===== config.mk =====
export PLATFORM = sky130hd
export DESIGN_NAME = seg7_capture_decode
export DESIGN_NICKNAME = d
export VERILOG_FILES = /design/src/rtl/seg7_pkg.sv /design/src/rtl/seg7_pattern_decode.sv /design/src/rtl/seg7_capture_decode.sv
export SDC_FILE = /design/constraint.sdc
export NUM_CORES = 1
export LEC_CHECK = 0
export CELL_PAD_IN_SITES_DETAIL_PLACEMENT = 0
export CELL_PAD_IN_SITES_GLOBAL_PLACEMENT = 1
export CORE_MARGIN = 2
export CORE_UTILIZATION = 45
export DETAILED_ROUTE_END_ITERATION = 12
export MAX_ROUTING_LAYER = met4
export PLACE_DENSITY = 0.76
export SETUP_SLACK_MARGIN = 0.2
export SLEW_MARGIN = 20
export SYNTH_ARGS = -nofsm -noshare
export SYNTH_HDL_FRONTEND = slang
export SYNTH_SLANG_ARGS = --single-unit

===== constraint.sdc =====
create_clock -name clk -period 2.7 [get_ports clk]
set_input_delay 0.54 -clock clk [delete_from_list [all_inputs] [get_ports clk]]
set_output_delay 0.54 -clock clk [all_outputs]
set_load 0.01 [all_outputs]

===== src/rtl/seg7_pkg.sv =====
// Shared constants and types for the 7-segment capture path: segment patterns
// (active-low, {g,f,e,d,c,b,a}), capture FSM encoding and the decoded record.
package seg7_pkg;

    localparam logic [6:0] SEG7_P0    = 7'h40;
    localparam logic [6:0] SEG7_P1    = 7'h79;
    localparam logic [6:0] SEG7_P2    = 7'h24;
    localparam logic [6:0] SEG7_P3    = 7'h30;
    localparam logic [6:0] SEG7_P4    = 7'h19;
    localparam logic [6:0] SEG7_P5    = 7'h12;
    localparam logic [6:0] SEG7_P6    = 7'h02;
    localparam logic [6:0] SEG7_P7    = 7'h78;
    localparam logic [6:0] SEG7_P8    = 7'h00;
    localparam logic [6:0] SEG7_P9    = 7'h10;
    localparam logic [6:0] SEG7_BLANK = 7'h7F;

    localparam int unsigned SEG7_VALUE_W = 4;
    localparam logic [SEG7_VALUE_W-1:0] SEG7_VALUE_NONE = 4'hF;

    typedef enum logic [1:0] {
        ST_IDLE   = 2'd0,
        ST_SETTLE = 2'd1,
        ST_SAMPLE = 2'd2,
        ST_HOLD   = 2'd3
    } seg7_state_e;

    typedef struct packed {
        logic [SEG7_VALUE_W-1:0] value;
        logic                    blank;
        logic                    err;
    } seg7_dec_t;

endpackage


===== src/rtl/seg7_pattern_decode.sv =====
// Combinational inverse of the binary->7seg encoder: maps an active-low
// segment pattern to {value, blank, err}; anything unknown is flagged err.
module seg7_pattern_decode
    import seg7_pkg::*;
(
    input  logic [6:0]              seg_n_i,
    output logic [SEG7_VALUE_W-1:0] value_o,
    output logic                    blank_o,
    output logic                    err_o
);

    // Table lookup; blank and err both report the out-of-range value.
    always_comb begin
        value_o = SEG7_VALUE_NONE;
        blank_o = 1'b0;
        err_o   = 1'b0;
        case (seg_n_i)
            SEG7_P0:    value_o = 4'd0;
            SEG7_P1:    value_o = 4'd1;
            SEG7_P2:    value_o = 4'd2;
            SEG7_P3:    value_o = 4'd3;
            SEG7_P4:    value_o = 4'd4;
            SEG7_P5:    value_o = 4'd5;
            SEG7_P6:    value_o = 4'd6;
            SEG7_P7:    value_o = 4'd7;
            SEG7_P8:    value_o = 4'd8;
            SEG7_P9:    value_o = 4'd9;
            SEG7_BLANK: blank_o = 1'b1;
            default:    err_o   = 1'b1;
        endcase
    end

endmodule


===== src/rtl/seg7_capture_decode.sv =====
// Watches a multiplexed active-low 7-segment bus, waits for each digit window
// to settle, decodes it and offers one record per window on a valid/ready port.
// Optional SEG7_CAPTURE_CHANGE_ONLY_EN: push only records whose content changed.
module seg7_capture_decode
    import seg7_pkg::*;
#(
    parameter  int N_DIGITS    = 4,
    parameter  int SETTLE_CYC  = 8,
    parameter  int SYNC_STAGES = 2,
    localparam int IDX_W       = (N_DIGITS > 1) ? $clog2(N_DIGITS) : 1
) (
    input  logic                clk,
    input  logic                rst_n,
    input  logic [6:0]          seg_n,
    input  logic [N_DIGITS-1:0] dig_n,
    output logic                out_valid,
    input  logic                out_ready,
    output logic [IDX_W-1:0]    out_idx,
    output logic [3:0]          out_value,
    output logic                out_blank,
    output logic                out_err,
    output logic                overflow
);

    localparam int CNT_W = $clog2(SETTLE_CYC + 1);
    localparam logic [CNT_W-1:0] CNT_LAST = CNT_W'(SETTLE_CYC - 1);

    logic [SYNC_STAGES-1:0][6:0]          seg_sync_q;
    logic [SYNC_STAGES-1:0][N_DIGITS-1:0] dig_sync_q;
    logic [6:0]          seg_s;
    logic [N_DIGITS-1:0] dig_s;
    logic                onehot_s;
    logic                changed_s;

    seg7_state_e         state_q, state_d;
    logic [CNT_W-1:0]    cnt_q, cnt_d;
    logic [N_DIGITS-1:0] lat_dig_q, lat_dig_d;
    logic [6:0]          lat_seg_q, lat_seg_d;

    seg7_dec_t           dec_s;
    logic [IDX_W-1:0]    idx_s;
    logic                push_s;
    logic                load_s;
    logic                drop_s;

    logic                out_valid_q;
    logic [IDX_W-1:0]    out_idx_q;
    logic [3:0]          out_value_q;
    logic                out_blank_q;
    logic                out_err_q;
    logic                overflow_q;

    // Bus synchronizers; idle value is all-off / no digit selected.
    always_ff @(posedge clk or negedge rst_n) begin
        if (!rst_n) begin
            seg_sync_q <= '1;
            dig_sync_q <= '1;
        end else begin
            seg_sync_q <= {seg_sync_q[SYNC_STAGES-2:0], seg_n};
            dig_sync_q <= {dig_sync_q[SYNC_STAGES-2:0], dig_n};
        end
    end

    assign seg_s     = seg_sync_q[SYNC_STAGES-1];
    assign dig_s     = dig_sync_q[SYNC_STAGES-1];
    assign onehot_s  = $onehot(~dig_s);
    assign changed_s = (dig_s != lat_dig_q) || (seg_s != lat_seg_q);

    // FSM state, settle counter and latched window copy.
    always_ff @(posedge clk or negedge rst_n) begin
        if (!rst_n) begin
            state_q   <= ST_IDLE;
            cnt_q     <= '0;
            lat_dig_q <= '1;
            lat_seg_q <= SEG7_BLANK;
        end else begin
            state_q   <= state_d;
            cnt_q     <= cnt_d;
            lat_dig_q <= lat_dig_d;
            lat_seg_q <= lat_seg_d;
        end
    end

    // Next state: cnt counts consecutive identical synchronized samples.
    always_comb begin
        state_d   = state_q;
        cnt_d     = cnt_q;
        lat_dig_d = lat_dig_q;
        lat_seg_d = lat_seg_q;
        case (state_q)
            ST_IDLE: begin
                if (onehot_s) begin
                    lat_dig_d = dig_s;
                    lat_seg_d = seg_s;
                    cnt_d     = CNT_W'(1);
                    state_d   = (SETTLE_CYC == 1) ? ST_SAMPLE : ST_SETTLE;
                end else begin
                    state_d   = ST_IDLE;
                end
            end
            ST_SETTLE: begin
                if (changed_s) begin
                    lat_dig_d = dig_s;
                    lat_seg_d = seg_s;
                    cnt_d     = CNT_W'(1);
                    state_d   = onehot_s ? ST_SETTLE : ST_IDLE;
                end else if (cnt_q >= CNT_LAST) begin
                    state_d   = ST_SAMPLE;
                end else begin
                    cnt_d     = cnt_q + CNT_W'(1);
                end
            end
            ST_SAMPLE: state_d = ST_HOLD;
            ST_HOLD: begin
                if (dig_s != lat_dig_q) begin
                    state_d = ST_IDLE;
                end else begin
                    state_d = ST_HOLD;
                end
            end
            default: state_d = ST_IDLE;
        endcase
    end

    seg7_pattern_decode u_decode (
        .seg_n_i (lat_seg_q),
        .value_o (dec_s.value),
        .blank_o (dec_s.blank),
        .err_o   (dec_s.err)
    );

    // Position of the single selected strobe in the latched window.
    always_comb begin
        idx_s = '0;
        for (int i = 0; i < N_DIGITS; i++) begin
            if (!lat_dig_q[i]) begin
                idx_s = IDX_W'(i);
            end else begin
                idx_s = idx_s;
            end
        end
    end

`ifdef SEG7_CAPTURE_CHANGE_ONLY_EN
    seg7_dec_t last_q [N_DIGITS];

    // Last accepted record per digit; starts as "blank" so the first real value pushes.
    always_ff @(posedge clk or negedge rst_n) begin
        if (!rst_n) begin
            for (int i = 0; i < N_DIGITS; i++) begin
                last_q[i] <= '{value: SEG7_VALUE_NONE, blank: 1'b1, err: 1'b0};
            end
        end else if (load_s) begin
            last_q[idx_s] <= dec_s;
        end
    end
`endif

    // Output control: push in SAMPLE, load if the single slot is free or draining.
    always_comb begin
        push_s = 1'b0;
        if (state_q == ST_SAMPLE) begin
`ifdef SEG7_CAPTURE_CHANGE_ONLY_EN
            push_s = dec_s.err || (dec_s != last_q[idx_s]);
`else
            push_s = 1'b1;
`endif
        end else begin
            push_s = 1'b0;
        end
        load_s = push_s && (!out_valid_q || out_ready);
        drop_s = push_s && !load_s;
    end

    // Single-entry output register with sticky overflow.
    always_ff @(posedge clk or negedge rst_n) begin
        if (!rst_n) begin
            out_valid_q <= 1'b0;
            out_idx_q   <= '0;
            out_value_q <= 4'h0;
            out_blank_q <= 1'b0;
            out_err_q   <= 1'b0;
            overflow_q  <= 1'b0;
        end else begin
            if (load_s) begin
                out_valid_q <= 1'b1;
                out_idx_q   <= idx_s;
                out_value_q <= dec_s.value;
                out_blank_q <= dec_s.blank;
                out_err_q   <= dec_s.err;
            end else if (out_ready) begin
                out_valid_q <= 1'b0;
            end
            overflow_q <= overflow_q | drop_s;
        end
    end

    assign out_valid = out_valid_q;
    assign out_idx   = out_idx_q;
    assign out_value = out_value_q;
    assign out_blank = out_blank_q;
    assign out_err   = out_err_q;
    assign overflow  = overflow_q;

endmodule


After elaboration in Yosys (flattened, before gate mapping)
Cells that the tools add are included.
{"block": "op_classes", "magnitude_cmp": 1, "n_reduce_logical": 13, "n_eq_ne": 20, "n_addsub": 4, "bitwise": 2, "muxes": 24}
{"cell": "$pmux W4 S10", "count": 1}
{"cell": "$eq A7 B7 Y1 const B", "count": 4}
{"cell": "$eq A7 B5 Y1 const B", "count": 3}
{"cell": "$mux W4", "count": 5}
{"cell": "$pmux W4 S2", "count": 2}
{"cell": "$eq A7 B6 Y1 const B", "count": 2}
{"cell": "$mux W7", "count": 2}
{"cell": "$pmux W7 S2", "count": 1}
{"cell": "$reduce_or A11 Y1", "count": 1}
{"cell": "$mux W2", "count": 5}
{"cell": "$pmux W2 S4", "count": 1}
{"cell": "$eq A7 B2 Y1 const B", "count": 1}
{"cell": "$logic_not A7 Y1", "count": 1}
{"cell": "$mux W1", "count": 7}
{"cell": "$ne A7 B7 Y1", "count": 1}
{"cell": "$ne A3 B3 Y1 const B", "count": 2}
{"cell": "$reduce_and A3 Y1", "count": 2}
{"cell": "$add A1 B1 Y2", "count": 2}
{"cell": "$add A4 B1 Y4 const B", "count": 1}
{"cell": "$eq A2 B2 Y1 const B", "count": 2}
{"cell": "$ge A4 B3 Y1 const B", "count": 1}
{"cell": "$ne A2 B2 Y1 const B", "count": 2}
{"cell": "$ne A4 B4 Y1", "count": 1}
{"cell": "$not A4 Y4", "count": 1}
{"cell": "other kinds (9)", "count": 13}
{"block": "totals", "in_bits": 14, "output_inout_bits": 10, "register_bits": 49, "word_cells": 78}

Longest topological paths before layout
{"block": "depth", "ltp_word": 7, "depth_mapped": 10, "mapped_depth_nobuf": 9}

By module
A second synthesis with hierarchy kept.
{"block": "hier_totals", "cells_unflattened": 161, "hier_area_um2": 2168.3}
{"mod": "seg7_capture_decode", "cells_each": 129, "area_each_um2": 1936.9, "instances": 1, "seq_area_each_um2": 1267.5}
{"mod": "seg7_pattern_decode", "cells_each": 32, "area_each_um2": 231.5, "instances": 1, "seq_area_each_um2": 0.0}

Worst setup path before layout
Ideal clock, no wire load.
{"block": "synth_path", "kind": "reg-to-reg", "from": "reg dig_sync_q, in the netlist dig_s[0]", "to": "reg lat_dig_q[0]", "path_stages_with_launch": 11, "path_buffers": 1, "required_ps": 2618, "setup_slack_ps": 284, "t_arrival_ps": 2333, "setup_ps": 82, "synth_period_minus_slack_ps": 2416, "path_cell_list": "dfstp_2 > fa_1 > inv_1 > ha_1 > ha_1 > nor2_1 > nand3_1 > o21ai_0 > nand2_2 > buf_12 > mux2_4"}
{"block": "synth_between", "elab_chain_cells": 6, "elab_cells_between_ends": 12, "cone_classes": "add/sub (2); eq/ne (4); mux (3); bitwise (1); reduce/logical (2)"}
{"item": "from (decl)", "line": "seg7_capture_decode.sv:29", "source": "logic [SYNC_STAGES-1:0][N_DIGITS-1:0] dig_sync_q;"}
{"item": "from (signal assigned)", "line": "seg7_capture_decode.sv:60", "source": "dig_sync_q <= {dig_sync_q[SYNC_STAGES-2:0], dig_n};"}
{"item": "$not A4 Y4", "line": "seg7_capture_decode.sv:66", "source": "assign onehot_s = $onehot(~dig_s);"}
{"item": "$add A1 B1 Y2 (not written as such)", "line": "seg7_capture_decode.sv:66"}
{"item": "$add A2 B2 Y3 (not written as such)", "line": "seg7_capture_decode.sv:66"}
{"item": "$eq A3 B1 Y1", "line": "seg7_capture_decode.sv:66"}
{"item": "$ne A2 B2 Y1 (no line)"}
{"item": "$reduce_and A3 Y1 (no line)"}
{"item": "to (signal assigned)", "line": "seg7_capture_decode.sv:79", "source": "lat_dig_q <= lat_dig_d;"}
{"item": "to (decl)", "line": "seg7_capture_decode.sv:37", "source": "logic [N_DIGITS-1:0] lat_dig_q, lat_dig_d;"}
Several ways; a longest one is shown, not always the timed one. The select of a mux whose other input is x is not followed.
A chain may end at the register's enable or synchronous reset.

Worst setup path in the final report
{"block": "layout_path", "from": "reg lat_seg_q[4]", "to": "reg lat_seg_q[6]"}
{"block": "layout_between", "elab_chain_cells": 4}
{"item": "from (decl)", "line": "seg7_capture_decode.sv:38", "source": "logic [6:0] lat_seg_q, lat_seg_d;"}
{"item": "from (signal assigned)", "line": "seg7_capture_decode.sv:80", "source": "lat_seg_q <= lat_seg_d;"}
{"item": "$ne A7 B7 Y1", "line": "seg7_capture_decode.sv:67", "source": "assign changed_s = (dig_s != lat_dig_q) || (seg_s != lat_seg_q);"}
{"item": "$logic_or A1 B1 Y1", "line": "seg7_capture_decode.sv:67"}
{"item": "$ne A2 B2 Y1 (no line)"}
{"item": "$reduce_and A3 Y1 (no line)"}
Every way passes these cells.

==> flow_summary.json <==
{
  "grt_pass1_wl_mm": 6.35,
  "whs_ns": 0.314,
  "final_layout_size_suffix_gt1_share_pct": 33.2,
  "syn_avg_cell_area_um2": 12.2,
  "cts_root_buf": "clkbuf_8",
  "grt-ovfl-total": 0,
  "final_area_mm2": 0.00260,
  "yosys.area.top_type": "dfstp_2",
  "setup_viol": 0,
  "slowest_delay_ns": 0.56,
  "cts_tree": "yes",
  "ant_nets": 0,
  "n_fill_cell": 392,
  "ys_seq_area_share_pct": 57.6,
  "htree_levels": 2,
  "fmax_mhz": 419,
  "port_buffers": 23,
  "crit_family": "simple AND/OR/NAND/NOR gates",
  "fin_nets": 225,
  "cap_violations": 0,
  "numClockSinks": 49,
  "cp_cell_sequence": "xor2_1, or4_4, or4_4, nand2_2, buf_4, mux2_2",
  "hold_class": "input port to async pin",
  "clock_skew_ns": 0.00675,
  "antenna_found_initial": 0,
  "setup.worst_path.class": "register to register",
  "post-dp-hpwl_mm": 2.72,
  "clk_latency_ns": 0.30,
  "grt_usage_pct": 15.9,
  "timing.final.crit_share_pct": 88.4,
  "vias": 1412,
  "cts_buffers": 5,
  "viasPerCell": 5.13,
  "cts_buffer_depth": 2,
  "tightest_slew_ns": 0.803,
  "path_max_fanout": 6,
  "die_x_um": 73.9,
  "num_rows": 25,
  "worst_path_most_repeated_cell": "or4_4",
  "total_power_mw": 2.07,
  "grt_max_degree": 39,
  "ys_ff_latch": 49,
  "crit_buf_inv": 1,
  "wl_per_cell_um": 13.5,
  "synth_edf_count": 0,
  "syn_inst": 180,
  "p_per_area_mw_per_mm2": 797,
  "syn_nets": 198,
  "finalNonFillerCells": 275,
  "place.gp.congestion": 0.881,
  "yosysMostFrequentCell": "dfstp_2",
  "setup_ws_ns": 0.313,
  "die_y_um": 73.9,
  "dp_slack_ns": 0.186,
  "wl_met2_mm": 1.86,
  "first_pass_iters": 4,
  "initial_core_util_pct": 46.6,
  "slowest_stage": "or4_4",
  "synth_cell_type_count": 45,
  "synth.area.top_cells": "dfstp_2, dfrtp_1, mux2_4",
  "synth-async-reset-ratio_pct": 100,
  "start_kind": "register",
  "crit_arrival_ns": 2.63,
  "placed_area_mm2": 0.00249,
  "met1Wirelength_mm": 1.69,
  "hold_viol": 0,
  "drv_slew": 0,
  "ys.flop_type": "dfstp_2",
  "post-route-min-period_ns": 2.39,
  "syn_area_mm2": 0.00220,
  "rsz0062_at_grt": "false",
  "setup_tns_ns": 0,
  "worst_ep_required_time_ns": 2.94,
  "p_leak_nw": 1.06,
  "dr.max_layer_used": "met4",
  "n_antenna_cell": 0,
  "grt_pass1_vias": 1405,
  "core-area_mm2": 0.00472,
  "die_area_mm2": 0.00546,
  "vdd_drop_max_uv": 446,
  "cts.clk_slew.worst_paths_ns": 0.09,
  "drt-initial-drc-count": 125,
  "drc": 0,
  "end_kind": "register",
  "placed_cells": 265,
  "area_delta_synth_final_pct": 18.1,
  "num_io_pins": 24,
  "synth_top_area_share_pct": 39.4,
  "status": "complete, no violations",
  "met3_wirelength_um": 116,
  "final_util_pct": 55.0,
  "synthTopCellsByCount": "dfstp_2, dfrtp_1, nor2_1",
  "yosys_warnings": 0,
  "max_slew_margin_pct": 46.5,
  "drt-total-wl_mm": 3.72
}
[flip-flops by register name, indices dropped and copies added (netlist names)]
signal	flops
cnt_q	4
dig_s	4
dig_sync_q	4
lat_dig_q	4
lat_seg_q	7
out_blank	1
out_err	1
out_idx	2
out_valid	1
out_value	4
overflow	1
seg_s	7
seg_sync_q	7
state_q	2
[where the power goes]
part           leakage (nW)  switching [mW]  internal [mW]
clock                0.0445           0.249          0.184
sequential            0.544           0.150          0.904
combinational         0.470           0.264          0.319
[cells in the final DEF (no fill, tap or decap), drive strengths merged, types with 2 or more instances in the layout]
| cell type | count |
|---|---|
| nand4 | 3 |
| o22ai | 2 |
| inv | 7 |
| buf | 9 |
| clkbuf | 5 |
| a31oi | 6 |
| o41ai | 2 |
| xor2 | 4 |
| nor2 | 15 |
| xnor2 | 8 |
| a21oi | 6 |
| or4 | 3 |
| dfrtp | 16 |
| o21ai | 5 |
| ha | 3 |
| mux2 | 12 |
| clkdlybuf4s50 | 22 |
| dfstp | 33 |
| nand2b | 4 |
| nor4b | 4 |
| nand2 | 13 |
| nand3 | 4 |
[path summary, 6_finish.rpt]
| check | startpoint | end | slack [ns] | depth (start not counted) |
|---|---|---|---|---|
| setup reg to reg | lat_seg_q[4] | lat_seg_q[6] | 0.31 | 6 |
| hold / removal | rst_n | out_value[1] | 0.31 | 1 |
| max in group asynchronous | rst_n | dig_sync_q[0] | 1.65 | 2 |
| setup / recovery | lat_seg_q[4] | lat_seg_q[6] | 0.31 | 6 |
| hold reg to reg | seg_sync_q[3] | seg_s[3] | 0.36 | 0 |
| min in group clk | seg_sync_q[3] | seg_s[3] | 0.36 | 0 |
[per-layer routing]
layer  track usage, %  vias to the layer above
met5                -                        -
met4             6.06                        0
met3             4.12                        6
met2             25.4                       31
met1             19.3                      690
li1                 -                      685
[timing repair]
action	CTS	global route
cloned	0	0
setup endpoints to repair	11	13
setup buffers	2	0
hold buffers	0	0
pin swaps	1	0
resized for setup	0	3
[layout make-up]
cell class | instances | area [um^2] | share of cell area (%)
Sequential cell | 49 | 1270 | 48.8
Multi-Input combinational cell | 114 | 848 | 32.7
Clock inverter | 3 | 21.3 | 0.819
Timing Repair Buffer | 31 | 285 | 11.0
Clock buffer | 5 | 68.8 | 2.65
Tap cell | 67 | 83.8 | 3.23
Inverter | 6 | 22.5 | 0.867
[kinds of logic after synthesis]
kind of cell / count (synthesis) / share of synthesized area [%]
muxes: 13 / 8.13
buffers and inverters: 17 / 3.98
xor gates and xnor gates: 12 / 4.78
AOI/OAI and AO/OA: 28 / 8.19
and+or+nand+nor: 57 / 14.7
DFF: 49 / 57.6
adders and majority gates: 4 / 2.62
[worst reg2reg max path, stage by stage (launching register included)]
cell and delay [ns]:
dfstp_2 0.55, xor2_1 0.09, or4_4 0.52, or4_4 0.56
nand2_2 0.10, buf_4 0.17, mux2_2 0.34
No activity file was read; power rests on OpenSTA's default activity.
